`src/rtl/lstm_fwd_cell.sv`:
```
// lstm_fwd_cell: forward LSTM cell, c = at*it + ft*c_prev, h = ot*tanh_pl(c), one shared multiplier and adder
// Ports:
//   clk, rst          clock, synchronous active-high reset
//   i_valid/i_ready   input handshake (ready only in IDLE)
//   i_first           first timestep, previous state treated as 0
//   at, it, ft, ot    activated gate values, signed Q(WIDTH-FRAC).FRAC
//   o_valid/o_ready   output handshake (valid only in DONE)
//   o_state           new cell state c
//   o_tanh            tanh_pl(c)
//   o_h               ot * tanh_pl(c)
module lstm_fwd_cell #(
   parameter int WIDTH = 32,
   parameter int FRAC  = 24
) (
   input  logic             clk,
   input  logic             rst,
   input  logic             i_valid,
   output logic             i_ready,
   input  logic             i_first,
   input  logic [WIDTH-1:0] at,
   input  logic [WIDTH-1:0] it,
   input  logic [WIDTH-1:0] ft,
   input  logic [WIDTH-1:0] ot,
   output logic             o_valid,
   input  logic             o_ready,
   output logic [WIDTH-1:0] o_state,
   output logic [WIDTH-1:0] o_tanh,
   output logic [WIDTH-1:0] o_h
);
   typedef enum logic [2:0] {IDLE, MUL_AI, MUL_FC, ADD, TANH, MUL_OH, DONE} state_t;
   localparam logic [WIDTH-1:0] ONE  = WIDTH'(1) << FRAC;
   localparam logic [WIDTH-1:0] HALF = ONE >> 1;
   localparam logic [WIDTH-1:0] QTR  = ONE >> 2;
   localparam logic [WIDTH-1:0] KNEE = ONE + HALF;
   state_t r_st, w_nxt;
   logic [WIDTH-1:0] r_at, r_it, r_ft, r_ot, r_p1, r_p2, r_c, r_th, r_h;
   logic r_first;
   logic [WIDTH-1:0] w_mul_a, w_mul_b, w_mul, w_abs, w_add_a, w_add_b, w_sum, w_mag, w_th;
   logic signed [2*WIDTH-1:0] w_ea, w_eb;
   logic w_neg;
   // shared multiplier operand selection
   assign w_mul_a = r_st == MUL_AI ? r_at : r_st == MUL_FC ? r_ft : r_ot;
   assign w_mul_b = r_st == MUL_AI ? r_it : r_st == MUL_FC ? r_c : r_th;
   assign w_ea    = {{WIDTH{w_mul_a[WIDTH-1]}}, w_mul_a};
   assign w_eb    = {{WIDTH{w_mul_b[WIDTH-1]}}, w_mul_b};
   assign w_mul   = WIDTH'((w_ea * w_eb) >>> FRAC);
   // tanh_pl works on |c| as unsigned; the most-negative c has |c| = 2^(WIDTH-1),
   // which lands in the saturated segment and re-signs to -1.0
   assign w_neg   = r_c[WIDTH-1];
   assign w_abs   = w_neg ? -r_c : r_c;
   // shared adder: p1+p2 in ADD, |c|/2 + 0.25 in TANH
   assign w_add_a = r_st == ADD ? r_p1 : w_abs >> 1;
   assign w_add_b = r_st == ADD ? r_p2 : QTR;
   assign w_sum   = w_add_a + w_add_b;
   assign w_mag   = w_abs < HALF ? w_abs : w_abs < KNEE ? w_sum : ONE;
   assign w_th    = w_neg ? -w_mag : w_mag;
   assign i_ready = r_st == IDLE;
   assign o_valid = r_st == DONE;
   assign o_state = r_c;
   assign o_tanh  = r_th;
   assign o_h     = r_h;
   always_comb begin
      w_nxt = r_st;
      case (r_st)
         IDLE:    w_nxt = i_valid ? MUL_AI : IDLE;
         MUL_AI:  w_nxt = MUL_FC;
         MUL_FC:  w_nxt = ADD;
         ADD:     w_nxt = TANH;
         TANH:    w_nxt = MUL_OH;
         MUL_OH:  w_nxt = DONE;
         DONE:    w_nxt = o_ready ? IDLE : DONE;
         default: w_nxt = IDLE;
      endcase
   end
   always_ff @(posedge clk) begin
      if (rst) begin
         r_st    <= IDLE;
         r_at    <= '0;
         r_it    <= '0;
         r_ft    <= '0;
         r_ot    <= '0;
         r_first <= 1'b0;
         r_p1    <= '0;
         r_p2    <= '0;
         r_c     <= '0;
         r_th    <= '0;
         r_h     <= '0;
      end else begin
         r_st <= w_nxt;
         if (r_st == IDLE && i_valid) begin
            r_at    <= at;
            r_it    <= it;
            r_ft    <= ft;
            r_ot    <= ot;
            r_first <= i_first;
         end
         if (r_st == MUL_AI) r_p1 <= w_mul;
         if (r_st == MUL_FC) r_p2 <= r_first ? '0 : w_mul;
         if (r_st == ADD) r_c <= w_sum;
         if (r_st == TANH) r_th <= w_th;
         if (r_st == MUL_OH) r_h <= w_mul;
      end
   end
endmodule

```
`config.mk`:
```
export PLATFORM = sky130hd
export DESIGN_NAME = lstm_fwd_cell
export DESIGN_NICKNAME = d
export VERILOG_FILES = /design/src/rtl/lstm_fwd_cell.sv
export SDC_FILE = /design/constraint.sdc
export NUM_CORES = 2
export LEC_CHECK = 0
export ABC_AREA = 1
export CORE_UTILIZATION = 42
export DETAILED_ROUTE_END_ITERATION = 6
export MAX_ROUTING_LAYER = met4
export PLACE_DENSITY = 0.72
export SYNTH_ARGS = -nofsm -noshare
export SYNTH_HDL_FRONTEND = slang
export SYNTH_SLANG_ARGS = --single-unit
```
`constraint.sdc`:
```
create_clock -name clk -period 8 [get_ports clk]
set_input_delay 0.8 -clock clk [delete_from_list [all_inputs] [get_ports clk]]
set_output_delay 0.8 -clock clk [all_outputs]
set_load 0.03 [all_outputs]
```
# == After elaboration in Yosys (flattened, before gate mapping) ==
# Index checks and enable logic that the tools add are counted.
# totals
regBits,292
in_bits,133
# classes
n_addsub,3
multipliers,1
magnitude_cmp,2
n_eq_ne,6
mux,14
n_reduce_logical,2
# op_table
operator,n
two-way mux 32 bit,11
negation 32 bit,2
multiplier 32 x 32 -> 56 bit,1
adder 32 bit,1
< comparator 32 x 24 -> 1 bit (second input constant),1
< comparator 32 x 25 -> 1 bit (second input constant),1
one-hot mux 3 bit (7 select lines),1
== test 3 bit (second input constant),3
== test 3 x 2 -> 1 bit (second input constant),2
== test 3 x 1 -> 1 bit (second input constant),1
logical NOT 3 bit,1
two-way mux 3 bit,1
logical AND 1 bit,1
two-way mux 1 bit,1

# == Logic depth before layout (Yosys ltp) ==
# logic_depth
word_depth,8
mapped_depth,46
ltp_nobuf,41

# == Least setup slack after synthesis ==
# No wires, ideal clock.
# synth_path
kind,reg2reg
from,reg r_st[2]
to,"reg r_h[27], in the netlist o_h[27]"
setup_time_ns,0.116
arrival_time_ns,8.294
required_ns,7.884
path_slack_ns,-0.411
path_stages_with_launch,42
n_path_buf,8
period_less_slack_ns,8.411
path_cell_list,dfxtp_1 > buf_2 > inv_1 > nand2_2 > buf_6 > buf_6 > buf_6 > buf_2 > buf_2 > buf_2 > o211ai_1 > o21ai_1 > buf_2 > nor2_1 > fa_1 > fa_1 > inv_1 > fa_1 > [... 6 more ...] > fa_1 > inv_1 > fa_1 > inv_1 > ha_1 > a21oi_1 > inv_1 > a31oi_1 > inv_1 > a21oi_1 > o21ai_0 > a221oi_1 > nand2_1 > or2_2 > nand2_1 > nand2_1 > o211ai_1 > inv_1
# synth_via
elab_chain_len,4
elab_cells_between_ends,8
cone_classes,mul: 1; eq/ne: 3; mux: 4
# synth_lines
item,line,source
from (decl),35,"state_t r_st, w_nxt;"
from (signal assigned),89,r_st <= w_nxt;
== test 3 x 2 -> 1 bit,"42, 43",
two-way mux 32 bit (on tied branches) (2 in series),"42, 43",
multiplier 32 x 32 -> 56 bit,46,assign w_mul = WIDTH'((w_ea * w_eb) >>> FRAC);
to (signal assigned),101,if (r_st == MUL_OH) r_h <= w_mul;
to (decl),36,"logic [WIDTH-1:0] r_at, r_it, r_ft, r_ot, r_p1, r_p2, r_c, r_th, r_h;"
# Parallel ways exist; a longest one is shown, timed or not.
# A chain may end at the register's enable or synchronous reset.

# == Worst setup path in the final report ==
# layout_path
from,reg r_st[1]
to,reg r_p2[21]
# layout_via
elab_chain_len,5
elab_cells_between_ends,8
cone_classes,mul: 1; eq/ne: 2; mux: 5
# layout_lines
item,line,source
== test 3 x 2 -> 1 bit,"42, 43, 98",
two-way mux 32 bit (on tied branches) (2 in series),"42, 43",
multiplier 32 x 32 -> 56 bit,46,
two-way mux 32 bit,98,if (r_st == MUL_FC) r_p2 <= r_first ? '0 : w_mul;
to (signal assigned),98,
to (decl),36,
# Parallel ways exist; a longest one is shown, timed or not.

==> key figures <==
Timing
  • Final Max Slew Viols: 0
  • Peak Freq: 120.2 MHz
  • Relative slew slack: 0.2011
  • Fin. Hold Viols: 0
  • Tcrit/Tclk final: 1.040
  • Setup TNS Final: -11690 ps
  • Min Hold Slack: 455.6 ps
  • Final worst slack: -322.3 ps
  • Setup-failing EPs final: 82
  • Worst slew pin tran: 1195 ps
  • RSZ-0062 raised after global routing: yes
  • Final Critical Period: 8322 ps
  • Clock skew: 22.55 ps

Placement
  • Dpl hpwl: 161700 um
  • Place WS: -525.6 ps
  • Final RePlAce weighted congestion: 1.054
  • Port bufs: 230

Floorplan
  • # IOs: 231
  • Die Area: 118600 sq um
  • Die Y: 344.4 um
  • Core Area: 116200 sq um
  • Row cnt: 125
  • Die W: 344.4 um
  • Starting density of the core: 0.4237

Clock tree
  • Clk slew on worst S/H paths: 70 ps
  • Root buffer cell: clkbuf_16
  • CTS sink count: 292
  • Clock Path Buffers: 3
  • Clk_lat worst skew: 620 ps
  • # H-tree levels: 1
  • CTS buffer count: 29
  • CTS tree: done

Finish
  • Area Overhead vs Synth: 32.06%
  • Core Util, Final: 0.5595
  • Commonest non-fill, non-tap cells in the layout: 1227 x inv_1, 1155 x nand2_1, 901 x fa_1
  • Commonest non-fill, non-tap cell in the layout: inv_1
  • Net count, final: 8561
  • Fillers: 10290
  • Share of layout cells above drive strength 1: 0.2258

Synthesis
  • Distinct cells, synth: 51
  • Warnings from Yosys: 0
  • Area contributors post-synth: fa_1 40%, dfxtp_1 12%, inv_1 10%, nand2_1 9.5%, nor2_1 5.8%
  • Post-Syn Area: 49240 sq um
  • Sequential area share after synthesis: 0.1187
  • Average cell area after synthesis: 7.705 sq um
  • Synth Net Count: 7710
  • Cells after Synth: 6390
  • Post-synth top area share: 0.3997
  • Post-synth top area cell: fa_1
  • Flops & latches, synth: 292

Route
  • Antenna viol nets, final: 0
  • Post-DR vias/cell: 5.402
  • Avg WL per Cell: 22.78 um
  • Post-Route WL: 200300 um
  • Via Count: 47510
  • Drt drc: 0
  • 1st-iter DRT viols: 4610
  • First-pass DRT Iterations: 7

Worst setup path
  • Reg2Reg Launch Point: r_st[1]
  • Crit path capture type: flop
  • Reg2Reg Depth: 36
  • Critical path class: flop to flop
  • Worst endpoint required time: 8550 ps
  • Most frequent CP cell: fa_1
  • Buf+Inv Stages, Crit Path: 12
  • Cell family with most CP delay: adder cells
  • CP max stage delay: 540 ps
  • Worst Path Arrival: 8870 ps
  • Worst-path fanout max: 9
  • Reg2reg end: r_p2[21]
  • Startpoint types: flop
  • Critical path's slowest cell: fa_2
  • R2r setup slk: -320 ps

GRT
  • Total track usage: 0.3414
  • M2 GR Usage: 0.5168
  • Largest net degree at the start of global routing: 120
  • Number of global-route vias before repair: 47720
  • First-pass GRT wire length: 292700 um
  • Initial antenna violation count: 8
  • Grt ovf: 0
  • Met3 Use GR: 0.06327
  • Busiest grt layer: met2
  • Grt met1 use: 0.4403

Flow run
  • Max-cap violations: 0

Status
  • Status: finished with violations
  • Violated checks: negative setup slack

Hold path
  • Hold Crit Depth: 2
  • Hold Crit Class: flop to flop
  • Hold Path Sink: r_ft[17]
  • HP Start: r_ft[17]
[what timing repair did]
item / 4_1_cts / 5_1_grt
endpoints found under the setup margin: 96 / 96
hold buffers: 0 / 0
setup buffers: 86 / 60
gates cloned: 9 / 5
resized for setup: 512 / 434
pin swaps: 192 / 226
[worst max path at each step]
stage	from	end	slack (ps)	cells after the start
after floorplan	r_st[0]	o_h[28]	0.2	38
after global placement	r_st[1]	o_h[27]	-450	34
after detailed placement	r_st[2]	r_p2[13]	-530	31
after CTS	r_st[2]	o_h[28]	-150	38
after global routing	r_st[1]	r_p2[21]	-540	36
final	r_st[1]	r_p2[21]	-320	36
[area by class of cell]
| type | instances | area (sq um) | area share |
|---|---|---|---|
| flip-flops and latches | 292 | 5856 | 0.09006 |
| clock inverters | 19 | 207.7 | 0.003194 |
| clock buffers | 33 | 760.7 | 0.01170 |
| multi-input cells | 4459 | 40270 | 0.6194 |
| inverters | 1337 | 5094 | 0.07834 |
| diodes | 9 | 22.52 | 0.0003464 |
| well taps | 1524 | 1907 | 0.02933 |
| repair buffers | 1122 | 10900 | 0.1676 |
[flip-flops by register name, summed over array words and instances, names as in the netlist]
name,cells
r_ft,32
r_p1,32
r_at,32
o_tanh,32
o_h,32
r_st,3
r_it,32
o_state,32
r_ot,32
r_p2,32
r_first,1
[cell usage after synthesis (all sizes together)]
cell type and n:
inv 1326, nand2 1256, fa 983, nor2 777, a21oi 355, dfxtp 292, o21ai 292, clkbuf 248
nand3 221, ha 204, xor2 77, o211ai 65, buf 57, nand4 47, o21bai 37, nor3 27
a31oi 21, xnor2 20, o21a 13, a21o 12, clkinv 11, nor4 9, or2 9, a211oi 6
nand3b 6, o221ai 6, o31ai 4, and2 3, a21boi 2, a2111oi 1, a221oi 1, a311oi 1
and3 1
[kinds of logic after synthesis]
logic type	after synthesis	synth area share
AND/OR/NAND/NOR	2356	0.1920
buffers and inverters	1642	0.1273
adder cells (fa/ha/maj)	1187	0.4515
AO/OA/AOI/OAI	816	0.09309
flip-flops	292	0.1187
XOR/XNOR	97	0.01741
[worst min-delay path, stage by stage (launching register included)]
cell and delay [ps]:
dfxtp_1 300, inv_1 60, a21oi_1 50
[stage by stage]
stage	cell area, sq um	cells
floorplan	49500	6390
global placement	58990	8588
detailed placement	58990	8588
CTS	62860	8733
global route	65020	8795
finish	65020	8795
[routing by layer]
layer / wire (um) / part of all wire / vias up
li1: - / - / 20900
met1: 77070 / 0.38 / 23420
met2: 90810 / 0.45 / 2627
met3: 20230 / 0.10 / 559
met4: 12210 / 0.061 / 0
met5: 0 / 0 / -
Power is left out: the tool's default activity adds up to more than one toggle a clock period on the data nets, which glitch-free logic cannot reach.
